### config.mk
export PLATFORM = sky130hd
export DESIGN_NAME = spm_wb_multiplier_flat
export DESIGN_NICKNAME = d
export VERILOG_FILES = /design/src/rtl/spm_wb_multiplier_if.sv /design/src/rtl/spm_wb_multiplier.sv /design/src/flat_wrapper.sv
export SDC_FILE = /design/constraint.sdc
export NUM_CORES = 1
export LEC_CHECK = 0
export BUFFER_PORTS_ARGS = -buffer_cell sky130_fd_sc_hd__buf_2
export CORE_ASPECT_RATIO = 1.2
export CORE_MARGIN = 2
export CORE_UTILIZATION = 55
export DETAILED_ROUTE_END_ITERATION = 7
export PLACE_DENSITY = 0.73
export SYNTH_ARGS = -nofsm -noshare
export SYNTH_HDL_FRONTEND = slang
export SYNTH_SLANG_ARGS = --single-unit
### constraint.sdc
create_clock -name wb_clk_i -period 3.1 [get_ports wb_clk_i]
set_input_delay 0.465 -clock wb_clk_i [delete_from_list [all_inputs] [get_ports wb_clk_i]]
set_output_delay 0.465 -clock wb_clk_i [all_outputs]
set_load 0.01 [all_outputs]
### src/rtl/spm_wb_multiplier_if.sv
// Wishbone slave bus bundle for the serial-parallel multiplier.
// Master drives the request, slave returns ack and read data.
interface spm_wb_multiplier_if;
  logic        wbs_cyc_i;
  logic        wbs_stb_i;
  logic        wbs_we_i;
  logic [3:0]  wbs_sel_i;
  logic [31:0] wbs_adr_i;
  logic [31:0] wbs_dat_i;
  logic        wbs_ack_o;
  logic [31:0] wbs_dat_o;

  modport master (
    output wbs_cyc_i, wbs_stb_i, wbs_we_i,
    output wbs_sel_i, wbs_adr_i, wbs_dat_i,
    input  wbs_ack_o, wbs_dat_o
  );

  modport slave (
    input  wbs_cyc_i, wbs_stb_i, wbs_we_i,
    input  wbs_sel_i, wbs_adr_i, wbs_dat_i,
    output wbs_ack_o, wbs_dat_o
  );
endinterface

### src/rtl/spm_wb_multiplier.sv
// Wishbone-slave serial-parallel multiplier, one product bit per cycle.
// Unsigned or two's-complement, with CTRL/STATUS, W1C flags and irq.
module spm_wb_multiplier #(
  parameter int          WIDTH     = 32,
  parameter logic [31:0] BASE_ADDR = 32'h3000_0000
) (
  input  logic                 wb_clk_i,
  input  logic                 wb_rst_n_i,
  spm_wb_multiplier_if.slave   bus,
  output logic                 irq_o
);

  typedef enum logic [1:0] {
    IDLE,
    RUN,
    FINISH
  } state_t;

  localparam logic [6:0] LAST = 7'(2 * WIDTH - 1);

  state_t             state;
  logic [WIDTH-1:0]   x;
  logic [WIDTH-1:0]   y;
  logic [WIDTH-1:0]   xr;
  logic [WIDTH-1:0]   yr;
  logic [WIDTH:0]     acc;
  logic [2*WIDTH-1:0] pr;
  logic [2*WIDTH-1:0] p;
  logic [6:0]         cnt;
  logic               signed_mode;
  logic               irq_en;
  logic               done;
  logic               err;

  logic        busy;
  logic        valid;
  logic        take;
  logic        wr;
  logic [2:0]  off;
  logic        hit_x;
  logic        hit_y;
  logic        hit_lo;
  logic        hit_hi;
  logic        hit_ctl;
  logic        start;
  logic [31:0] xm;
  logic [31:0] ym;
  logic [31:0] rdata;
  logic [63:0] p_ext;

  logic [WIDTH+1:0] xe;
  logic [WIDTH+1:0] sum;

  function automatic logic [31:0] merge(
    input logic [31:0] old,
    input logic [31:0] nw,
    input logic [3:0]  be
  );
    logic [31:0] r;
    for (int i = 0; i < 4; i++) begin
      r[8*i +: 8] = be[i] ? nw[8*i +: 8]
                          : old[8*i +: 8];
    end
    return r;
  endfunction

  assign busy  = (state != IDLE);
  assign valid = bus.wbs_cyc_i & bus.wbs_stb_i &
                 (bus.wbs_adr_i[31:5] == BASE_ADDR[31:5]);
  assign take  = valid & ~bus.wbs_ack_o;
  assign wr    = take & bus.wbs_we_i;
  assign off   = bus.wbs_adr_i[4:2];

  assign hit_x   = (off == 3'd0);
  assign hit_y   = (off == 3'd1);
  assign hit_lo  = (off == 3'd2);
  assign hit_hi  = (off == 3'd3);
  assign hit_ctl = (off == 3'd4);
  assign start   = wr & hit_ctl & bus.wbs_dat_i[0];

  assign xm = merge(32'(x), bus.wbs_dat_i, bus.wbs_sel_i);
  assign ym = merge(32'(y), bus.wbs_dat_i, bus.wbs_sel_i);
  assign p_ext = 64'(p);

  // X cell row: the MSB carries negative weight in signed mode
  assign xe  = signed_mode ? {{2{xr[WIDTH-1]}}, xr}
                           : {2'b00, xr};
  assign sum = {acc[WIDTH], acc} + (yr[0] ? xe : '0);

  assign irq_o = done & irq_en;

  // Register read mux; start bit always reads back as zero
  always_comb begin
    rdata = '0;
    unique case (1'b1)
      hit_x:   rdata = 32'(x);
      hit_y:   rdata = 32'(y);
      hit_lo:  rdata = p_ext[31:0];
      hit_hi:  rdata = p_ext[63:32];
      hit_ctl: rdata = {26'd0, err, done, busy,
                        irq_en, signed_mode, 1'b0};
      default: rdata = '0;
    endcase
  end

  // One-cycle ack, never on two consecutive cycles
  always_ff @(posedge wb_clk_i or negedge wb_rst_n_i) begin
    if (!wb_rst_n_i) begin
      bus.wbs_ack_o <= 1'b0;
      bus.wbs_dat_o <= '0;
    end else begin
      bus.wbs_ack_o <= take;
      bus.wbs_dat_o <= (take & ~bus.wbs_we_i) ? rdata : '0;
    end
  end

  // Sequencer, serial datapath and register writes
  always_ff @(posedge wb_clk_i or negedge wb_rst_n_i) begin
    if (!wb_rst_n_i) begin
      state       <= IDLE;
      x           <= '0;
      y           <= '0;
      xr          <= '0;
      yr          <= '0;
      acc         <= '0;
      pr          <= '0;
      p           <= '0;
      cnt         <= '0;
      signed_mode <= 1'b0;
      irq_en      <= 1'b0;
      done        <= 1'b0;
      err         <= 1'b0;
    end else begin
      unique case (state)
        IDLE: begin
          if (start) begin
            state <= RUN;
            xr    <= x;
            yr    <= y;
            acc   <= '0;
            pr    <= '0;
            cnt   <= '0;
          end
        end
        RUN: begin
          acc <= sum[WIDTH+1:1];
          pr  <= {sum[0], pr[2*WIDTH-1:1]};
          yr  <= {signed_mode & yr[WIDTH-1],
                  yr[WIDTH-1:1]};
          cnt <= cnt + 7'd1;
          if (cnt == LAST) begin
            state <= FINISH;
          end
        end
        FINISH: begin
          p     <= pr;
          state <= IDLE;
        end
        default: state <= IDLE;
      endcase

      if (wr && !busy) begin
        if (hit_x) begin
          x <= xm[WIDTH-1:0];
        end
        if (hit_y) begin
          y <= ym[WIDTH-1:0];
        end
        if (hit_ctl) begin
          signed_mode <= bus.wbs_dat_i[1];
          irq_en      <= bus.wbs_dat_i[2];
        end
      end

      if (state == FINISH) begin
        done <= 1'b1;
      end else if (wr && hit_ctl &&
                   ((start && !busy) ||
                    bus.wbs_dat_i[4])) begin
        done <= 1'b0;
      end

      if (wr && busy && (hit_x || hit_y || start)) begin
        err <= 1'b1;
      end else if (wr && hit_ctl && bus.wbs_dat_i[5]) begin
        err <= 1'b0;
      end
    end
  end

  logic unused;
  assign unused = ^{bus.wbs_adr_i[1:0], xm, ym};

endmodule
### src/flat_wrapper.sv
// flat-port wrapper written by rule: the top's interface ports become plain ports
module spm_wb_multiplier_flat 
#(
  parameter int          WIDTH     = 32,
  parameter logic [31:0] BASE_ADDR = 32'h3000_0000
)
  (wb_clk_i, wb_rst_n_i, irq_o, bus_wbs_cyc_i, bus_wbs_stb_i, bus_wbs_we_i, bus_wbs_sel_i, bus_wbs_adr_i, bus_wbs_dat_i, bus_wbs_ack_o, bus_wbs_dat_o);
  spm_wb_multiplier_if bus_i ();
  input  logic wb_clk_i;
  input  logic wb_rst_n_i;
  output logic irq_o;
  input wire logic [$bits(bus_i.wbs_cyc_i)-1:0] bus_wbs_cyc_i;
  input wire logic [$bits(bus_i.wbs_stb_i)-1:0] bus_wbs_stb_i;
  input wire logic [$bits(bus_i.wbs_we_i)-1:0] bus_wbs_we_i;
  input wire logic [$bits(bus_i.wbs_sel_i)-1:0] bus_wbs_sel_i;
  input wire logic [$bits(bus_i.wbs_adr_i)-1:0] bus_wbs_adr_i;
  input wire logic [$bits(bus_i.wbs_dat_i)-1:0] bus_wbs_dat_i;
  output wire logic [$bits(bus_i.wbs_ack_o)-1:0] bus_wbs_ack_o;
  output wire logic [$bits(bus_i.wbs_dat_o)-1:0] bus_wbs_dat_o;
  assign bus_i.wbs_cyc_i = bus_wbs_cyc_i;
  assign bus_i.wbs_stb_i = bus_wbs_stb_i;
  assign bus_i.wbs_we_i = bus_wbs_we_i;
  assign bus_i.wbs_sel_i = bus_wbs_sel_i;
  assign bus_i.wbs_adr_i = bus_wbs_adr_i;
  assign bus_i.wbs_dat_i = bus_wbs_dat_i;
  assign bus_wbs_ack_o = bus_i.wbs_ack_o;
  assign bus_wbs_dat_o = bus_i.wbs_dat_o;
  spm_wb_multiplier #(.WIDTH(WIDTH), .BASE_ADDR(BASE_ADDR)) u_core (.wb_clk_i(wb_clk_i), .wb_rst_n_i(wb_rst_n_i), .bus(bus_i), .irq_o(irq_o));
endmodule
# Word-level counts from Yosys, hierarchy flattened
# Index checks and enable logic that the tools add are counted.
[totals]
input_bits = 73
latch_bits = 0
regBits = 335
wordCells = 92
output_inout_bits = 34
ram_bits = 0
memories = 0
rom_bits = 0
[classes]
mul = 0
n_mux = 19
bitwise_logic = 11
n_addsub = 2
div = 0
n_reduce_logical = 29
n_shift = 0
eq_ne = 10
order_cmp = 0
[op_table]
columns = ["op", "count"]
rows = [
  ["$pmux 32 s5", 1],
  ["$pmux 64 s2", 1],
  ["$mux 34", 2],
  ["$pmux 33 s2", 1],
  ["$mux 32", 2],
  ["$mux 64", 1],
  ["$pmux 32 s2", 1],
  ["$add 34x34->34", 1],
  ["$mux 33", 1],
  ["$eq 27x25->1 const B", 1],
  ["$reduce_and 3->1", 8],
  ["$pmux 7 s2", 1],
  ["$and 1x1->1", 9],
  ["$reduce_and 2->1", 4],
  ["$reduce_bool 2->1", 4],
  ["$add 7x1->7 const B", 1],
  ["$eq 7x6->1 const B", 1],
  ["$logic_and 1x1->1", 7],
  ["$mux 7", 1],
  ["$eq 3x2->1 const B", 2],
  ["$mux 1", 4],
  ["$mux 2", 2],
  ["$ne 2x1->1 const B", 2],
  ["$pmux 2 s2", 1],
  ["other kinds (9)", 12],
]

# Logic depth before layout (Yosys ltp)
[depth]
depth_word = 11
ltp_mapped = 12
depth_no_buf = 12

# Worst setup path before layout
# OpenSTA, ideal clock, no wires.
[synth_path]
path_type = "register to register"
start = "register u_core.yr[0]"
end = "register u_core.acc[19]"
stages_incl_launch_ff = 12
setup_slack_ps = 579
t_arrival_ps = 2438
required_ps = 3017
cell_sequence = "dfrtp_1 clkbuf_1 and2_1 ha_1 nor2b_1 o2111ai_1 nand3_1 a21oi_2 o31ai_1 a311o_1 xnor2_1 o21ai_0"
[synth_between]
elab_chain_len = 3
[synth_lines]
columns = ["item", "line", "rtl"]
rows = [
  ["start, declared", "spm_wb_multiplier.sv:25", "logic [WIDTH-1:0] yr;"],
  ["start signal, assigned", "spm_wb_multiplier.sv:139", "yr <= y;"],
  ["start signal, assigned", "spm_wb_multiplier.sv:148", "yr <= {signed_mode & yr[WIDTH-1],"],
  ["$mux 34", "spm_wb_multiplier.sv:88", "assign sum = {acc[WIDTH], acc} + (yr[0] ? xe : '0);"],
  ["$add 34x34->34", "spm_wb_multiplier.sv:88", ""],
  ["$pmux 33 s2", "spm_wb_multiplier.sv:134", "unique case (state)"],
  ["end signal, assigned", "spm_wb_multiplier.sv:146", "acc <= sum[WIDTH+1:1];"],
  ["end, declared", "spm_wb_multiplier.sv:26", "logic [WIDTH:0] acc;"],
]
# Every way passes these cells.
# A chain may end at the register's enable or synchronous reset.

# Worst setup path after layout
[layout_path]
start = "register u_core.yr[0]"
end = "register u_core.acc[32]"
# The elaborated chain is that of the path after synthesis.

==> run summary <==
Largest net degree at the start of global routing: 130
Worst slack, placed: 0.07967 ns
DR vias: 11,770
Worst slew margin: 0.4030
Clock slew at reported path FFs: 0.06 ns
Global placer's final weighted congestion: 0.8637
Fillers: 2,316
Clk_skew: 0.03045 ns
Critical setup path kind: reg -> reg
Layout area overhead: 13.50%
Hpwl dp: 25,140 um
Final min period: 2.864 ns
Flops & latches, synth: 335
First-pass GRT wire length: 62,460 um
Critical path peak fanout: 12
Proportion of synthesized area in mux cells: 0.1178
Commonest cells in the netlist: 343 x nand2_1, 335 x dfrtp_1, 113 x o21ai_0, 70 x clkbuf_1, 68 x nor2_1
Worst r2r src: u_core.yr[0]
Share of layout cells above drive strength 1: 0.2163
Die Y: 191.4 um
Initial antenna violation count: 2
Largest family of logic cells by synthesized area: simple AND/OR/NAND/NOR gates
Post-DR vias/cell: 5.833
Fmax: 0.3491 GHz
Port bufs: 104
Cells on worst reg2reg path: 10
Post-Synth XOR/XNOR Area: 0.01415
Sequential share of the synthesized area: 0.5208
CP Capture Point: u_core.acc[32]
Synth top area share: 0.5208
Synth warn: 0
CP required: 3.48 ns
TritonCTS clock tree: built
Clock Latency Late Sink: 0.52 ns
IO Count: 107
FF-to-FF setup slack: 0.24 ns
H-tree depth: 2
Maximum vdd ir drop: 425.1 uV
Most common cell in the netlist: nand2_1
Mapped Area: 0.01610 mm^2
Hold Slack: 0.2059 ns
Die area: 0.03065 mm^2
WL final: 38,580 um
ANT nets after route: 0
Leak Pwr: 8.824 nW
Post-Synth Simple-Gate Area: 0.1626
Placed cell count: 1,955
DRC viols: 0
Max-Cap Viols: 0
Placed cell areas: 0.01700 mm^2
Die span in x: 160.2 um
Status: complete, no violations
Final Net Count: 1,716
Root Buffer: clkbuf_16
CTS max path bufs: 3
Final setup vio count: 0
DRT Pass-1 Iters: 5
Avg Cell Area, Syn: 10.47 um^2
Synth Area in Compound Gates: 0.1270
Post-synthesis adder-cell area fraction: 0.02767
Fin worst setup slack: 0.2355 ns
Crit. End Element: register
Global Route Usage Sum: 0.2549
Syn Nets: 1,646
Grt ovf: 0
Num Clock Sinks: 335
Final hold vios: 0
Setup_tns: 0 ns
Number of enable flip-flop cells after synthesis: 0
Origin of the worst setup path: u_core.yr[0]
Drt wl/cell: 19.12 um
Design area: 0.01827 mm^2
Most common flop cell mapped by yosys: dfrtp_1
Core box area: 0.02876 mm^2
Asr flop ratio synth: 1.000
RSZ-0062 raised after global routing: no
Largest area contributor in the netlist: dfrtp_1
Initial DRC Count: 769
Yosys cell types: 69
Pwr per Cell Area: 495.5 mW/mm^2
Ranking of synthesized cells by area: dfrtp_1 52%, nand2_1 8.0%, mux2_4 6.0%
Worst-margin pin slew: 0.8955 ns
CTS buffer count: 35
Finished Layout Cells: 2,018
Vias in the first global route: 11,950
CP Data Arrival Time: 3.25 ns
Max Slew Vio Count: 0
Tcrit/Tclk final: 0.9240
Worst r2r dst: u_core.acc[32]
Min-Delay Path Class: in -> reg
Initial cell density of the core: 0.5597
Synthesized instance count: 1,538
Site Rows: 68
Crit start category: register
-- per-layer routing --
layer  share of wire  global-route usage
met4           0.030             0.08836
met2            0.50              0.4417
met3           0.042             0.03146
met1            0.43              0.3340
met5         0.00034                   0
-- per-stage QoR --
stage / total power [W] / util
after global placement: 0.004688 / 0.5911
after CTS: 0.009129 / 0.6341
after detailed placement: 0.004692 / 0.5911
after floorplan: 0.004494 / -
final: 0.009052 / 0.6353
after global routing: 0.009313 / 0.6353
-- worst min-delay path by stage --
stage	startpoint	to	slack (ns)	depth (start not counted)
finish	bus_wbs_dat_i[15]	u_core.y[15]	0.21	2
global route	bus_wbs_dat_i[7]	u_core.y[7]	0.20	2
CTS	bus_wbs_dat_i[17]	u_core.y[17]	0.20	2
detailed placement	wb_rst_n_i	u_core.xr[6]	0.43	1
global placement	wb_rst_n_i	u_core.xr[7]	0.42	1
floorplan	wb_rst_n_i	u_core.acc[0]	0.17	0
-- power breakdown --
| part | internal (W) | switching [W] | leakage, nW |
|---|---|---|---|
| clock | 0.00271 | 0.00174 | 0.595 |
| combinational | 0.0000655 | 0.000171 | 4.06 |
| sequential | 0.00437 | 0.000000000000683 | 4.17 |
-- flip-flops by register name, summed over array words and instances (netlist names) --
signal,count
u_core.acc,33
u_core.bus.wbs_ack_o,1
u_core.bus.wbs_dat_o,32
u_core.cnt,7
u_core.done,1
u_core.err,1
u_core.irq_en,1
u_core.p,64
u_core.pr,64
u_core.signed_mode,1
u_core.state,2
u_core.x,32
u_core.xr,32
u_core.y,32
u_core.yr,32
-- final cells by class --
type	count	area, um^2	area share
antenna	1	2.502	0.0001370
tap	385	481.7	0.02637
timing repair buffer	131	835.8	0.04575
multi-input combinational	1094	7297	0.3994
sequential	335	8384	0.4589
clock inverter	13	220.2	0.01205
clock buffer	48	1006	0.05506
inverter	11	41.29	0.002260
-- timing repair --
action / CTS / global route
buffers inserted: 0 / 0
hold endpoints to repair: 51 / 0
resized for setup: 0 / 6
hold buffers: 1 / 0
endpoints found under the setup margin: 0 / 10
-- kinds of logic after synthesis --
kind of cell	Yosys count
buffers and inverters	109
DFF	335
AOI/OAI and AO/OA	328
adders and majority gates	35
and+or+nand+nor	557
xor gates and xnor gates	26
muxes	148
-- placed cells by master (no fill, tap or decap), types with 9 or more instances in the layout --
master and count:
a21oi_1 52, nand4_1 9, a221oi_1 12, a31oi_1 35
nor2_1 67, nand2_1 343, buf_2 103, xor2_1 13
dfrtp_1 334, mux2_2 66, buf_4 18, xnor2_1 13
ha_1 34, mux2i_1 17, a21o_1 22, inv_1 11
clkbuf_16 36, nor3_1 17, nand3_1 23, a22oi_1 40
o21ai_0 113, and2_1 36, mux2_4 64
-- critical path, cell delays in order, from the launching register on --
cell and delay (ns):
dfrtp_2 0.48, and2_1 0.16, ha_1 0.41, nand3_1 0.11, o2111ai_1 0.29, nand3_1 0.14
a31oi_2 0.26, o31ai_2 0.13, o31a_1 0.41, o21ai_0 0.25, o21ai_1 0.11
Power figures use the tool's default switching activity.
